[config.mk]
export PLATFORM = sky130hd
export DESIGN_NAME = bus_host_arbiter
export DESIGN_NICKNAME = d
export VERILOG_FILES = /design/src/rtl/bus_host_arbiter.sv
export SDC_FILE = /design/constraint.sdc
export NUM_CORES = 1
export LEC_CHECK = 0
export CELL_PAD_IN_SITES_DETAIL_PLACEMENT = 0
export CELL_PAD_IN_SITES_GLOBAL_PLACEMENT = 1
export CORE_AREA = 10 10 163 127
export CTS_BUF_LIST = sky130_fd_sc_hd__clkbuf_2
export DETAILED_ROUTE_END_ITERATION = 8
export DIE_AREA = 0 0 173 137
export PLACE_DENSITY = 0.95
export SLEW_MARGIN = 25
export SYNTH_ARGS = -nofsm -noshare
export SYNTH_HDL_FRONTEND = slang
export SYNTH_SLANG_ARGS = --single-unit
[constraint.sdc]
create_clock -name clk_i -period 4.56 [get_ports clk_i]
set_input_delay 0.912 -clock clk_i [delete_from_list [all_inputs] [get_ports clk_i]]
set_output_delay 0.912 -clock clk_i [all_outputs]
set_load 0.02 [all_outputs]
[src/rtl/bus_host_arbiter.sv]
// rtl/bus_host_arbiter.sv - shares one device memory port between several bus hosts
// Grants one host per cycle, remembers who was granted in an ID FIFO and routes in-order responses back.
module bus_host_arbiter #(
    parameter int NrHosts        = 3,
    parameter int DataWidth      = 32,
    parameter int AddrWidth      = 32,
    parameter int MaxOutstanding = 2,
    parameter int RoundRobin     = 0
) (
    input  logic                           clk_i,
    input  logic                           rst_i,
    input  logic [NrHosts-1:0]             host_req_i,
    output logic [NrHosts-1:0]             host_gnt_o,
    input  logic [NrHosts*AddrWidth-1:0]   host_addr_i,
    input  logic [NrHosts-1:0]             host_we_i,
    input  logic [NrHosts*DataWidth/8-1:0] host_be_i,
    input  logic [NrHosts*DataWidth-1:0]   host_wdata_i,
    output logic [NrHosts-1:0]             host_rvalid_o,
    output logic [DataWidth-1:0]           host_rdata_o,
    output logic [NrHosts-1:0]             host_err_o,
    output logic                           device_req_o,
    input  logic                           device_gnt_i,
    output logic [AddrWidth-1:0]           device_addr_o,
    output logic                           device_we_o,
    output logic [DataWidth/8-1:0]         device_be_o,
    output logic [DataWidth-1:0]           device_wdata_o,
    input  logic                           device_rvalid_i,
    input  logic [DataWidth-1:0]           device_rdata_i,
    input  logic                           device_err_i,
    output logic                           busy_o,
    output logic                           protocol_err_o
);

    localparam int HostW = (NrHosts > 1) ? $clog2(NrHosts) : 1;
    localparam int PtrW  = (MaxOutstanding > 1) ? $clog2(MaxOutstanding) : 1;
    localparam int CntW  = $clog2(MaxOutstanding + 1);
    localparam int BeW   = DataWidth / 8;

    logic [HostW-1:0] id_fifo_q [MaxOutstanding];
    logic [PtrW-1:0]  wr_ptr_q, rd_ptr_q;
    logic [CntW-1:0]  count_q;
    logic [HostW-1:0] rr_ptr_q, lock_host_q;
    logic             lock_q;
    logic             protocol_err_q;

    logic [HostW-1:0] winner;
    logic             found;
    int               idx;
    logic             eligible;
    logic             accept;
    logic             pop;
    logic [HostW-1:0] head;

    // A stalled handshake pins the winner so the request presented to the device stays stable.
    always_comb begin
        winner = '0;
        found  = 1'b0;
        idx    = 0;
        if (lock_q) begin
            winner = lock_host_q;
            found  = 1'b1;
        end else begin
            for (int k = 0; k < NrHosts; k++) begin
                idx = (RoundRobin != 0) ? int'(rr_ptr_q) + k : k;
                if (idx >= NrHosts) begin
                    idx = idx - NrHosts;
                end
                if (!found && host_req_i[idx]) begin
                    winner = HostW'(idx);
                    found  = 1'b1;
                end
            end
        end
    end

    // No pop bypass: a response arriving this cycle does not free a slot for this cycle's grant.
    assign eligible     = (count_q < CntW'(MaxOutstanding));
    assign device_req_o = ~rst_i & eligible & host_req_i[winner];
    assign accept       = device_req_o & device_gnt_i;
    assign pop          = ~rst_i & device_rvalid_i & (count_q != '0);
    assign head         = id_fifo_q[rd_ptr_q];

    always_comb begin
        device_addr_o  = '0;
        device_we_o    = 1'b0;
        device_be_o    = '0;
        device_wdata_o = '0;
        if (device_req_o) begin
            device_addr_o  = host_addr_i[int'(winner)*AddrWidth +: AddrWidth];
            device_we_o    = host_we_i[winner];
            device_be_o    = host_be_i[int'(winner)*BeW +: BeW];
            device_wdata_o = host_wdata_i[int'(winner)*DataWidth +: DataWidth];
        end
    end

    always_comb begin
        host_gnt_o    = '0;
        host_rvalid_o = '0;
        if (accept) begin
            host_gnt_o[winner] = 1'b1;
        end
        if (pop) begin
            host_rvalid_o[head] = 1'b1;
        end
    end

    assign host_err_o     = host_rvalid_o & {NrHosts{device_err_i}};
    assign host_rdata_o   = device_rdata_i;
    assign busy_o         = ~rst_i & (count_q != '0);
    assign protocol_err_o = ~rst_i & protocol_err_q;

    always_ff @(posedge clk_i) begin
        if (accept) begin
            id_fifo_q[wr_ptr_q] <= winner;
        end
    end

    always_ff @(posedge clk_i) begin
        if (rst_i) begin
            wr_ptr_q       <= '0;
            rd_ptr_q       <= '0;
            count_q        <= '0;
            rr_ptr_q       <= '0;
            lock_q         <= 1'b0;
            lock_host_q    <= '0;
            protocol_err_q <= 1'b0;
        end else begin
            if (accept) begin
                wr_ptr_q <= (wr_ptr_q == PtrW'(MaxOutstanding - 1)) ? '0 : wr_ptr_q + PtrW'(1);
                rr_ptr_q <= (winner == HostW'(NrHosts - 1)) ? '0 : winner + HostW'(1);
                lock_q   <= 1'b0;
            end else if (device_req_o) begin
                lock_q      <= 1'b1;
                lock_host_q <= winner;
            end
            if (pop) begin
                rd_ptr_q <= (rd_ptr_q == PtrW'(MaxOutstanding - 1)) ? '0 : rd_ptr_q + PtrW'(1);
            end
            case ({accept, pop})
                2'b10:   count_q <= count_q + CntW'(1);
                2'b01:   count_q <= count_q - CntW'(1);
                default: count_q <= count_q;
            endcase
            if (device_rvalid_i && (count_q == '0)) begin
                protocol_err_q <= 1'b1;
            end
        end
    end

endmodule

After elaboration in Yosys (flattened, before gate mapping)
Memory sizes are Yosys's and may differ from the RTL's. A register that Yosys moved wholly into a read port is not among the register bits.
Cells that the tools add are included.
{"block": "op_classes", "addsub": 4, "order_cmp": 5, "eq_ne": 2, "n_shift": 3, "muxes": 28, "bitwise": 10, "reduce_logical": 12}
{"op": "indexed part select 96 x 8 -> 32 bit", "n": 2}
{"op": "2-to-1 mux 32 bit", "n": 2}
{"op": "2-to-1 mux 1 bit", "n": 16}
{"op": "indexed part select 12 x 5 -> 4 bit", "n": 1}
{"op": "AND 1 bit", "n": 7}
{"op": "less-than comparator 2 x 3 -> 1 bit (second input constant)", "n": 2}
{"op": "2-to-1 mux 3 bit", "n": 2}
{"op": "logical AND 1 bit", "n": 5}
{"op": "binary-select mux 1 bit (select 2 bit)", "n": 2}
{"op": "demux 1 bit (select 2 bit)", "n": 2}
{"op": "greater-or-equal comparator 2 x 1 -> 1 bit (second input constant)", "n": 2}
{"op": "2-to-1 mux 2 bit", "n": 2}
{"op": "2-to-1 mux 4 bit", "n": 1}
{"op": "one-hot mux 2 bit (2 select lines)", "n": 1}
{"op": "nonzero test 2 bit", "n": 2}
{"op": "AND 3 bit", "n": 1}
{"op": "adder 1 bit (second input constant)", "n": 2}
{"op": "adder 2 x 1 -> 2 bit (second input constant)", "n": 1}
{"op": "== test 2 x 1 -> 1 bit (second input constant)", "n": 1}
{"op": "== test 2 bit (second input constant)", "n": 1}
{"op": "zero test 1 bit", "n": 2}
{"op": "zero test 2 bit", "n": 1}
{"op": "less-than comparator 2 bit (second input constant)", "n": 1}
{"op": "NOT 1 bit", "n": 2}
{"op": "other kinds (3)", "n": 3}
{"block": "word_totals", "reg_bits": 8, "ramBits": 4, "inputBits": 247, "word_cells": 71, "memories": 1}
{"name": "id_fifo_q", "depth": 2, "word_bits": 2, "read_ports": 1, "rd_ports_with_merged_regs": 1, "wr": 1, "line": "39", "source": "logic [HostW-1:0] id_fifo_q [MaxOutstanding];"}

Depth between registers and ports, before layout
Gate-level depths: netlist of run 1.
{"block": "depth", "ltp_word": 16, "mapped_depth": 7}

Least setup slack after synthesis of run 1
No wires, ideal clock.
{"block": "synth_path", "path_kind": "in2out", "from": "input host_req_i[1]", "to": "output device_addr_o[0]", "t_arrival_ns": 2.267, "required_ns": 3.648, "path_slack_ns": 1.381, "stages": 6, "path_cell_list": "or4b_1 -> buf_2 -> o21ai_4 -> buf_6 -> nand2_1 -> a31oi_1"}
{"block": "synth_via", "elab_chain_cells": 11, "word_cells_on_any_way": 13, "cone_classes": "shift: 1; mux: 8; bitwise: 1; reduce/logical: 3"}
{"element": "from (decl)", "line": "12", "source": "input logic [NrHosts-1:0] host_req_i,"}
{"element": "parallel branches: the longest is 10 deep, another holds indexed part select 96 x 8 -> 32 bit"}
{"element": "2-to-1 mux 32 bit *", "line": "88", "source": "if (device_req_o) begin"}
{"element": "to (decl)", "line": "23", "source": "output logic [AddrWidth-1:0] device_addr_o,"}
Mark *: on every way between the ends. The select of a mux whose other input is x is not followed.

Final worst setup path of run 1
{"block": "layout_path", "from": "input host_req_i[1]", "to": "output device_addr_o[10]"}
The elaborated chain is that of the path after synthesis.

==> results.md, run 1 <==
* CTS tree: yes
* Outcome: finished clean
* CTS buffer count at 3
* Clk_skew at 0.00468 ns
* Hold WC Path Type: flip-flop to flip-flop
* Simple-Gate Fraction of Synth Area at 45.3%
* RSZ-0062 raised after global routing: no
* Final Cycle Share at 96.5%
* Clock Pin Slew Worst Setup and Hold Paths at 0.12 ns
* Crit path DAT at 3.49 ns
* Final core utilization at 32.7%
* Cell chain of the critical path: clkdlybuf4s50_1 -> or3b_1 -> and2_2 -> clkinv_4 -> buf_12 -> nand4_1 -> a31oi_1 -> clkdlybuf4s50_1
* Hold buffers post-CTS at 0
* Syn Area/Cell at 6.48 um^2
* Fmax at 227 MHz
* CP required at 3.65 ns
* Min Hold Slack at 0.480 ns
* Leading cell types in the layout, fill and taps excluded: clkdlybuf4s50_1 (294), nand4_1 (138), nand2_1 (75)
* IO buf count at 295
* Max_slew headroom at 53.3%
* Worst path slowest cell: clkdlybuf4s50_1
* Final HPWL DP at 12900 um
* Worst Path Max Fanout at 56
* Synth Area in XOR/XNOR at 0.903%
* DR vias at 4506
* # Post-CTS Setup Buffers at 0
* Die H at 137 um
* HP Start: protocol_err_q
* FF+latch count, synth at 13
* Setup tns final at 0 ns
* Worst skew pair latency at 0.27 ns
* Static leakage at 0.00189 uW
* Adder-cell area share of the yosys netlist at 0.430%
* Gate Count Post-Synth at 449
* Main combinational cell family by area after synthesis: simple AND/OR/NAND/NOR gates
* Final hold vios at 0
* CP Launch Point: host_req_i[1]
* GPL Wtd Cong at 0.867
* Layout Nets at 916
* Clk buf depth at 2
* Overall Global Routing Usage at 12.7%
* Distinct cell type count after synthesis at 38
* WS Path Type: input pin to output port
* First-pass GRT wire length at 25300 um
* Die footprint at 0.0237 mm^2
* Tightest Pin Transition at 0.700 ns
* Wirelength per Cell at 18.4 um
* Synth Area in Compound Gates at 19.0%
* N_diodes at 0
* RR Startpoint: count_q[1]
* Vias per inst at 4.96
* Mapped Area at 0.00291 mm^2
* Die width at 173 um
* CP most frequent cell: clkdlybuf4s50_1
* Initial antenna violation count at 0
* Worst-case vdd ir drop at 0.0000766 V
* Root buffer cell: clkbuf_2
* Initial Util at 16.7%
* Global route overflow at 0
* Antenna viol nets, final at 0
* Yosys warning total at 0
* DRC viols at 0
* TritonRoute pass-1 iters at 5
* Crit-path max cell delay at 0.66 ns
* Setup Viol. Count Final at 0
* Htree depth at 1
* Max-cap viol count at 0
* Commonest non-fill, non-tap cell in the layout: clkdlybuf4s50_1
* Power per Cell Area at 160 mW/mm^2
* Placement Rows at 42
* Register area share after synthesis at 10.3%
* Layout cells sized above 1 at 3.75%
* Cell area after layout at 0.00571 mm^2
* Slew Viols, Final at 0
* Largest net degree at the start of global routing at 85
* Top-level port count at 360
* Crit end category: output port
* Post-CTS sizing at 0
* Final WL at 16700 um
* Post-synthesis mux area share at 0.688%
* DR iter-0 viols at 346
* CP Launch Type: input pin
* CTS sink cnt at 13
* Post-layout min period at 4.40 ns
* DP Area at 0.00569 mm^2
* Syn_nets at 697
* Total core area at 0.0174 mm^2
* Layout area overhead at 96.2%
* Vias in the first global route at 4447
==> worst max-delay path: cells and delay by family <==
| kind | cells | cell delay [ns] |
|---|---|---|
| buffers and inverters | 4 | 1.52 |
| AOI/OAI and AO/OA | 1 | 0.30 |
| and+or+nand+nor | 3 | 0.71 |
==> state kept, by name, indices dropped and copies added (netlist names), named ones only <==
register,cells
count_q,2
wr_ptr_q,1
id_fifo_q,4
lock_q,1
lock_host_q,2
rd_ptr_q,1
protocol_err_q,1
==> final timing paths <==
kind / end / slack [ns] / cells past startpoint
max: device_addr_o[10] / 0.16 / 8
min: protocol_err_q / 0.48 / 2
max reg2reg: count_q[1] / 2.47 / 5
min reg2reg: protocol_err_q / 0.48 / 2
==> cell families (layout without fill, tap and decap cells) <==
family | Yosys count | in the layout
AND/OR/NAND/NOR | 246 | 246
buffers and inverters | 100 | 318
AO/OA/AOI/OAI | 84 | 84
flip-flops | 13 | 13
XOR/XNOR | 3 | 3
multiplexers | 2 | 2
adder cells (fa/ha/maj) | 1 | 1
==> synthesized netlist by cell type <==
cell type | instances | area share (%)
a211oi_1 | 1 | 0.26
a21oi_1 | 5 | 0.86
a311oi_1 | 1 | 0.30
a31oi_1 | 69 | 15
a32o_1 | 1 | 0.34
a32oi_1 | 1 | 0.30
and2_1 | 4 | 0.86
and3_1 | 2 | 0.43
buf_1 | 5 | 0.64
buf_2 | 4 | 0.69
buf_4 | 39 | 10
buf_6 | 20 | 7.7
clkbuf_1 | 25 | 3.2
clkinv_4 | 1 | 0.30
dfxtp_1 | 9 | 6.2
edfxtp_1 | 4 | 4.1
ha_1 | 1 | 0.43
inv_1 | 6 | 0.77
mux2i_1 | 2 | 0.69
nand2_1 | 76 | 9.8
nand2_2 | 1 | 0.22
nand3b_1 | 1 | 0.26
nand4_1 | 138 | 30
nor2_1 | 13 | 1.7
nor2b_1 | 1 | 0.22
nor3_1 | 5 | 0.86
nor4_1 | 2 | 0.43
o211ai_2 | 1 | 0.43
o21ai_0 | 1 | 0.17
o21ai_4 | 1 | 0.56
o21ba_2 | 1 | 0.34
o22ai_1 | 1 | 0.22
o32a_1 | 1 | 0.34
or3_1 | 1 | 0.22
or3b_1 | 1 | 0.30
or4b_1 | 1 | 0.34
xnor2_1 | 1 | 0.30
xor2_1 | 2 | 0.60
==> cell type report <==
class / instances / area (um^2)
fillers: 1893 / 11700
flip-flops and latches: 13 / 300
multi-input cells: 336 / 1940
well taps: 242 / 303
repair buffers: 307 / 3120
inverters: 7 / 31.3
clock buffers: 4 / 20.0
==> power by group <==
| part | switching (uW) | internal (uW) |
|---|---|---|
| clock network | 37.0 | 23.3 |
| logic | 332 | 376 |
| registers | 12.7 | 130 |
| total | 382 | 529 |
==> through the flow <==
stage / std cells / worst slack [ns] / total power (uW)
final: 909 / 0.162 / 911
after global routing: 909 / 0.0365 / 972
after CTS: 909 / 0.137 / 922
after detailed placement: 905 / 0.140 / 859
after global placement: 905 / 0.188 / 855
after floorplan: 449 / 1.38 / 518
==> per-layer routing <==
layer  GRT usage [%]  share of wire, %  vias to the layer above
met5               0                 0                        -
met4            3.11               2.0                        0
met3            4.52                11                       28
met2            20.5                46                      298
met1            15.9                42                     2025
li1                -                 -                     2155
(Power assumes the default switching activity.)
==> run 2, diff against run 1 <==
--- a/config.mk
+++ b/config.mk
@@ -11,8 +11,8 @@
 export CTS_BUF_LIST = sky130_fd_sc_hd__clkbuf_2
 export DETAILED_ROUTE_END_ITERATION = 8
 export DIE_AREA = 0 0 173 137
-export PLACE_DENSITY = 0.95
-export SLEW_MARGIN = 25
+export PLACE_DENSITY = 0.93
+export SLEW_MARGIN = 5
 export SYNTH_ARGS = -nofsm -noshare
 export SYNTH_HDL_FRONTEND = slang
 export SYNTH_SLANG_ARGS = --single-unit
==> results.md, run 2 (synthesis results as in run 1) <==
* Setup Viol. Count Final at 0 (unchanged)
* Initial Util at 16.7% (unchanged)
* CP Launch Type: input pin
* Final HPWL DP at 13000 um (+1.2%)
* Power per Cell Area at 160 mW/mm^2 (about the same)
* Final core utilization at 32.9% (+0.19 points)
* Clock Pin Slew Worst Setup and Hold Paths at 0.12 ns (about the same)
* Crit end category: output port
* Worst Path Max Fanout at 10 (-82%)
* Max-cap viol count at 0 (unchanged)
* CP required at 3.65 ns (about the same)
* First-pass GRT wire length at 24900 um (-1.6%)
* Initial antenna violation count at 0 (unchanged)
* Cell area after layout at 0.00574 mm^2 (+0.57%)
* CP most frequent cell: clkdlybuf4s50_1
* Worst-case vdd ir drop at 0.0000749 V (-2.3%)
* Crit path DAT at 3.44 ns (-0.05 ns)
* Top Registers: id_fifo_q: 4 flops, count_q: 2 flops, lock_host_q: 2 flops
* Setup tns final at 0 ns (unchanged)
* Commonest non-fill, non-tap cell in the layout: clkdlybuf4s50_1
* Die H at 137 um (unchanged)
* # Post-CTS Setup Buffers at 0 (unchanged)
* Htree depth at 1 (unchanged)
* Post-CTS sizing at 0 (unchanged)
* Largest net degree at the start of global routing at 78 (-8.2%)
* Layout area overhead at 97.3%
* Static leakage at 0.00190 uW (+0.54%)
* Wirelength per Cell at 18.6 um (+0.92%)
* DP Area at 0.00572 mm^2 (+0.57%)
* Clk_skew at 0.00817 ns (+0.00349 ns)
* Vias in the first global route at 4281 (-3.7%)
* TritonRoute pass-1 iters at 4 (-1)
* Layout cells sized above 1 at 3.45% (-0.29 points)
* CTS buffer count at 3 (unchanged)
* IO buf count at 295 (unchanged)
* CTS sink cnt at 13 (unchanged)
* Max FFs per register at 4 (unchanged)
* GPL Wtd Cong at 0.853 (-1.7%)
* Pre-CTS setup slack at 0.201 ns (+0.0610 ns)
* Worst skew pair latency at 0.27 ns (about the same)
* Top reg by flops: id_fifo_q
* Global route overflow at 0 (unchanged)
* Die footprint at 0.0237 mm^2 (unchanged)
* Total core area at 0.0174 mm^2 (unchanged)
* Slew Viols, Final at 0 (unchanged)
* Final WL at 16900 um (+0.81%)
* Cell chain of the critical path: clkdlybuf4s50_1 -> or3b_1 -> and2_2 -> clkinv_4 -> buf_4 -> nand4_1 -> a31oi_1 -> clkdlybuf4s50_1
* DR iter-0 viols at 244 (-29%)
* Clk buf depth at 2 (unchanged)
* Final Cycle Share at 95.3% (-1.1 points)
* RSZ-0062 raised after global routing: no
* Placement Rows at 42 (unchanged)
* Outcome: finished clean
* Max_slew headroom at 50.9% (-2.5 points)
* DR vias at 4465 (-0.91%)
* DRC viols at 0 (unchanged)
* Top-level port count at 360 (unchanged)
* Leading cell types in the layout, fill and taps excluded: clkdlybuf4s50_1 (295), nand4_1 (138), nand2_1 (75)
* Worst setup margin at 0.213 ns (+0.0510 ns)
* Vias per inst at 4.92 (-0.80%)
* CTS tree: yes
* Fmax at 230 MHz (+1.2%)
* Hold buffers post-CTS at 0 (unchanged)
* Total power at 916 uW (+0.58%)
* Antenna viol nets, final at 0 (unchanged)
* Layout Nets at 915 (-0.11%)
* Crit-path max cell delay at 0.67 ns (about the same)
* Die width at 173 um (unchanged)
* Hold WC Path Type: flip-flop to flip-flop
* N_diodes at 0 (unchanged)
* Root buffer cell: clkbuf_2
* Worst path slowest cell: clkdlybuf4s50_1
* Post-layout min period at 4.35 ns (-0.0510 ns)
* Tightest Pin Transition at 0.737 ns (+0.0372 ns)
* Final hold vios at 0 (unchanged)
* Overall Global Routing Usage at 12.7% (about the same)
* WS Path Type: input pin to output port
[run 2: power breakdown]
part	internal, uW	total (uW)	switching, uW
registers	130	143	12.9
clock network	23.3	60.8	37.5
logic	381	712	331
[run 2: final cells by class]
type	count	area, um^2
multi-input combinational	336	1940
sequential	13	300
tap	242	303
timing repair buffer	306	3150
fill	1881	11700
inverter	7	31.3
clock buffer	4	20.0
[run 2: path summary, 6_finish.rpt]
path	startpoint	end	slack, ns	depth (start not counted)
setup / recovery	host_req_i[1]	device_addr_o[17]	0.21	8
hold / removal	protocol_err_q	protocol_err_q	0.48	2
setup reg to reg	lock_host_q[0]	count_q[1]	2.48	6
hold reg to reg	protocol_err_q	protocol_err_q	0.48	2
[run 2: worst max-delay path: cells and delay by family]
kind            cells  cell delay, ns
simple gates        3            0.70
buf+inv             4            1.51
compound gates      1            0.32
[run 2: metrics by stage]
step	cells	hold WS [ns]
CTS	908	0.485
detailed placement	904	0.458
finish	908	0.479
global route	908	0.530
floorplan	449	0.429
global placement	904	0.445
[run 2: metal layers]
layer	part of all wire (%)	GRT usage, %	vias to the layer above	routed length [um]
li1	-	-	2155	-
met1	41	15.6	2041	6980
met2	46	20.3	247	7700
met3	11	5.04	22	1860
met4	2.0	3.39	0	346
met5	0	0	-	0
==> run 3, diff against run 2 <==
--- a/config.mk
+++ b/config.mk
@@ -7,10 +7,10 @@
 export LEC_CHECK = 0
 export CELL_PAD_IN_SITES_DETAIL_PLACEMENT = 0
 export CELL_PAD_IN_SITES_GLOBAL_PLACEMENT = 1
-export CORE_AREA = 10 10 163 127
+export CORE_AREA = 5 5 158 122
 export CTS_BUF_LIST = sky130_fd_sc_hd__clkbuf_2
 export DETAILED_ROUTE_END_ITERATION = 8
-export DIE_AREA = 0 0 173 137
+export DIE_AREA = 0 0 163 127
 export PLACE_DENSITY = 0.93
 export SLEW_MARGIN = 5
 export SYNTH_ARGS = -nofsm -noshare
==> results.md, run 3 (synthesis results as in run 1) <==
* IO buf count at 295 (unchanged)
* Final WL at 15100 um (-11%)
* Max FFs per register at 4 (unchanged)
* TritonRoute pass-1 iters at 5 (+1)
* Worst Path Max Fanout at 21 (+11)
* Clk_skew at 0.0130 ns (+0.00483 ns)
* Met2 usage at 22.2% (+1.9 points)
* R2R depth at 7 (+1)
* First-pass GRT wire length at 22500 um (-9.6%)
* Vias in the first global route at 4193 (-2.1%)
* Root buffer cell: clkbuf_2
* Met1 Use GR at 16.4% (+0.76 points)
* Global route overflow at 0 (unchanged)
* Placed cells at 906 (+0.22%)
* Wirelength per Cell at 16.6 um (-11%)
* Htree depth at 1 (unchanged)
* Die H at 127 um (-7.3%)
* Tightest Pin Transition at 0.738 ns (+0.000518 ns)
* GRT Max-Usage Layer: met2
* Largest net degree at the start of global routing at 140 (+79%)
* Layout Nets at 917 (+0.22%)
* Total core area at 0.0174 mm^2 (unchanged)
* Worst setup margin at 0.103 ns (-0.109 ns)
* Leading cell types in the layout, fill and taps excluded: clkdlybuf4s50_1 (295), nand4_1 (138), nand2_1 (75)
* Total power at 913 uW (-0.32%)
* Layout area overhead at 97.0%
* CP required at 3.65 ns (about the same)
* FILL cells at 1843 (-2.0%)
* # Post-CTS Setup Buffers at 0 (unchanged)
* Final Cycle Share at 97.7% (+2.4 points)
* RSZ-0062 raised after global routing: no
* Cell area after layout at 0.00573 mm^2 (-0.17%)
* Vias per inst at 4.91 (-0.13%)
* DR iter-0 viols at 405 (+66%)
* Post-layout min period at 4.46 ns (+0.109 ns)
* Top-level port count at 360 (unchanged)
* Post-CTS sizing at 0 (unchanged)
* Max-cap viol count at 0 (unchanged)
* Register area at 300 um^2 (unchanged)
* M3 GR Usage at 4.15% (-0.89 points)
* GPL Wtd Cong at 0.800 (-6.3%)
* Final hold vios at 0 (unchanged)
* Top Registers: id_fifo_q: 4 flops, count_q: 2 flops, lock_host_q: 2 flops
* Layout cells sized above 1 at 3.74% (+0.29 points)
* Outcome: finished clean
* CTS sink cnt at 13 (unchanged)
* Pre-CTS setup slack at 0.0705 ns (-0.130 ns)
* Worst-case vdd ir drop at 0.0000960 V (+28%)
* Top reg by flops: id_fifo_q
* Hold Path Cell Cnt at 2 (unchanged)
* DP Area at 0.00571 mm^2 (-0.17%)
* HP Start: protocol_err_q
* Antenna viol nets, final at 0 (unchanged)
* Final HPWL DP at 11100 um (-15%)
* N_diodes at 0 (unchanged)
* DR vias at 4469 (+0.090%)
* Area of the multi-input gates at 0.00194 mm^2 (unchanged)
* Count of non-filler cells in the finished layout at 910 (+0.22%)
* Setup slack, reg-to-reg at 2.45 ns (-0.03 ns)
* Overall Global Routing Usage at 13.0% (+0.24 points)
* CTS tree: yes
* Die width at 163 um (-5.8%)
* Max_slew headroom at 50.8% (about the same)
* CP Launch Type: input pin
* CTS buffer count at 3 (unchanged)
* DRC viols at 0 (unchanged)
* Placement Rows at 42 (unchanged)
* Hold WC Path Type: flip-flop to flip-flop
* Hold Crit Endpoint: protocol_err_q
* RR Startpoint: lock_host_q[0]
* WS Path Type: input pin to output port
* Die footprint at 0.0207 mm^2 (-13%)
* Initial antenna violation count at 0 (unchanged)
* Setup tns final at 0 ns (unchanged)
* Power per Cell Area at 159 mW/mm^2 (-0.15%)
* Clk buf depth at 2 (unchanged)
* Initial Util at 16.7% (unchanged)
* Crit path DAT at 3.54 ns (+0.10 ns)
* Static leakage at 0.00190 uW (about the same)
* FF-to-FF End: count_q[1]
* Clock Pin Slew Worst Setup and Hold Paths at 0.13 ns (about the same)
* Crit end category: output port
* Slew Viols, Final at 0 (unchanged)
* Setup Viol. Count Final at 0 (unchanged)
* Commonest non-fill, non-tap cell in the layout: clkdlybuf4s50_1
* Hold buffers post-CTS at 0 (unchanged)
* Fmax at 224 MHz (-2.5%)
* Worst skew pair latency at 0.28 ns (about the same)
[run 3: changes by cell type in the layout (fill, tap and decap cells not counted), sizes merged]
cell  delta
buf      +2
[run 3: cell type report]
cell class                      instances  share of cell area, %
Inverter                                7                  0.546
Sequential cell                        13                   5.24
Tap cell                              242                   5.28
Timing Repair Buffer                  308                   54.7
Multi-Input combinational cell        336                   33.8
Clock buffer                            4                  0.349
[run 3: where the power goes]
group          total [uW]  switching [uW]  internal [uW]  leakage [uW]
clock                60.8            37.6           23.3     0.0000166
combinational         710             330            380       0.00177
sequential            143            12.6            130      0.000111
[run 3: worst max-delay path by stage]
stage             startpoint                  to  slack (ns)
3_5_place_dp   host_req_i[1]  device_wdata_o[12]        0.07
3_3_place_gp   host_req_i[1]  device_wdata_o[12]        0.06
5_1_grt        host_req_i[1]  device_wdata_o[12]        0.04
4_1_cts        host_req_i[1]  device_wdata_o[12]        0.07
6_report       host_req_i[1]  device_wdata_o[12]        0.10
2_1_floorplan  host_req_i[1]    device_addr_o[0]        1.38
[run 3: through the flow]
| step | hold slack (ns) | utilization, % |
|---|---|---|
| after floorplan | 0.429 | - |
| after global placement | 0.443 | 32.7 |
| after detailed placement | 0.456 | 32.7 |
| after CTS | 0.491 | 32.9 |
| after global routing | 0.524 | 32.9 |
| final | 0.479 | 32.9 |
[run 3: layer usage]
layer	vias to the layer above	part of all wire, %
met2	260	46
met3	17	11
met1	2028	41
li1	2164	-
met4	0	1.3
met5	-	0
[run 3: worst max-delay path: stages]
cell and delay [ns]:
clkdlybuf4s50_1 0.53, or3b_1 0.35, and2_2 0.24, clkinv_4 0.18, buf_12 0.18, nand4_1 0.14, a31oi_1 0.33, clkdlybuf4s50_1 0.67
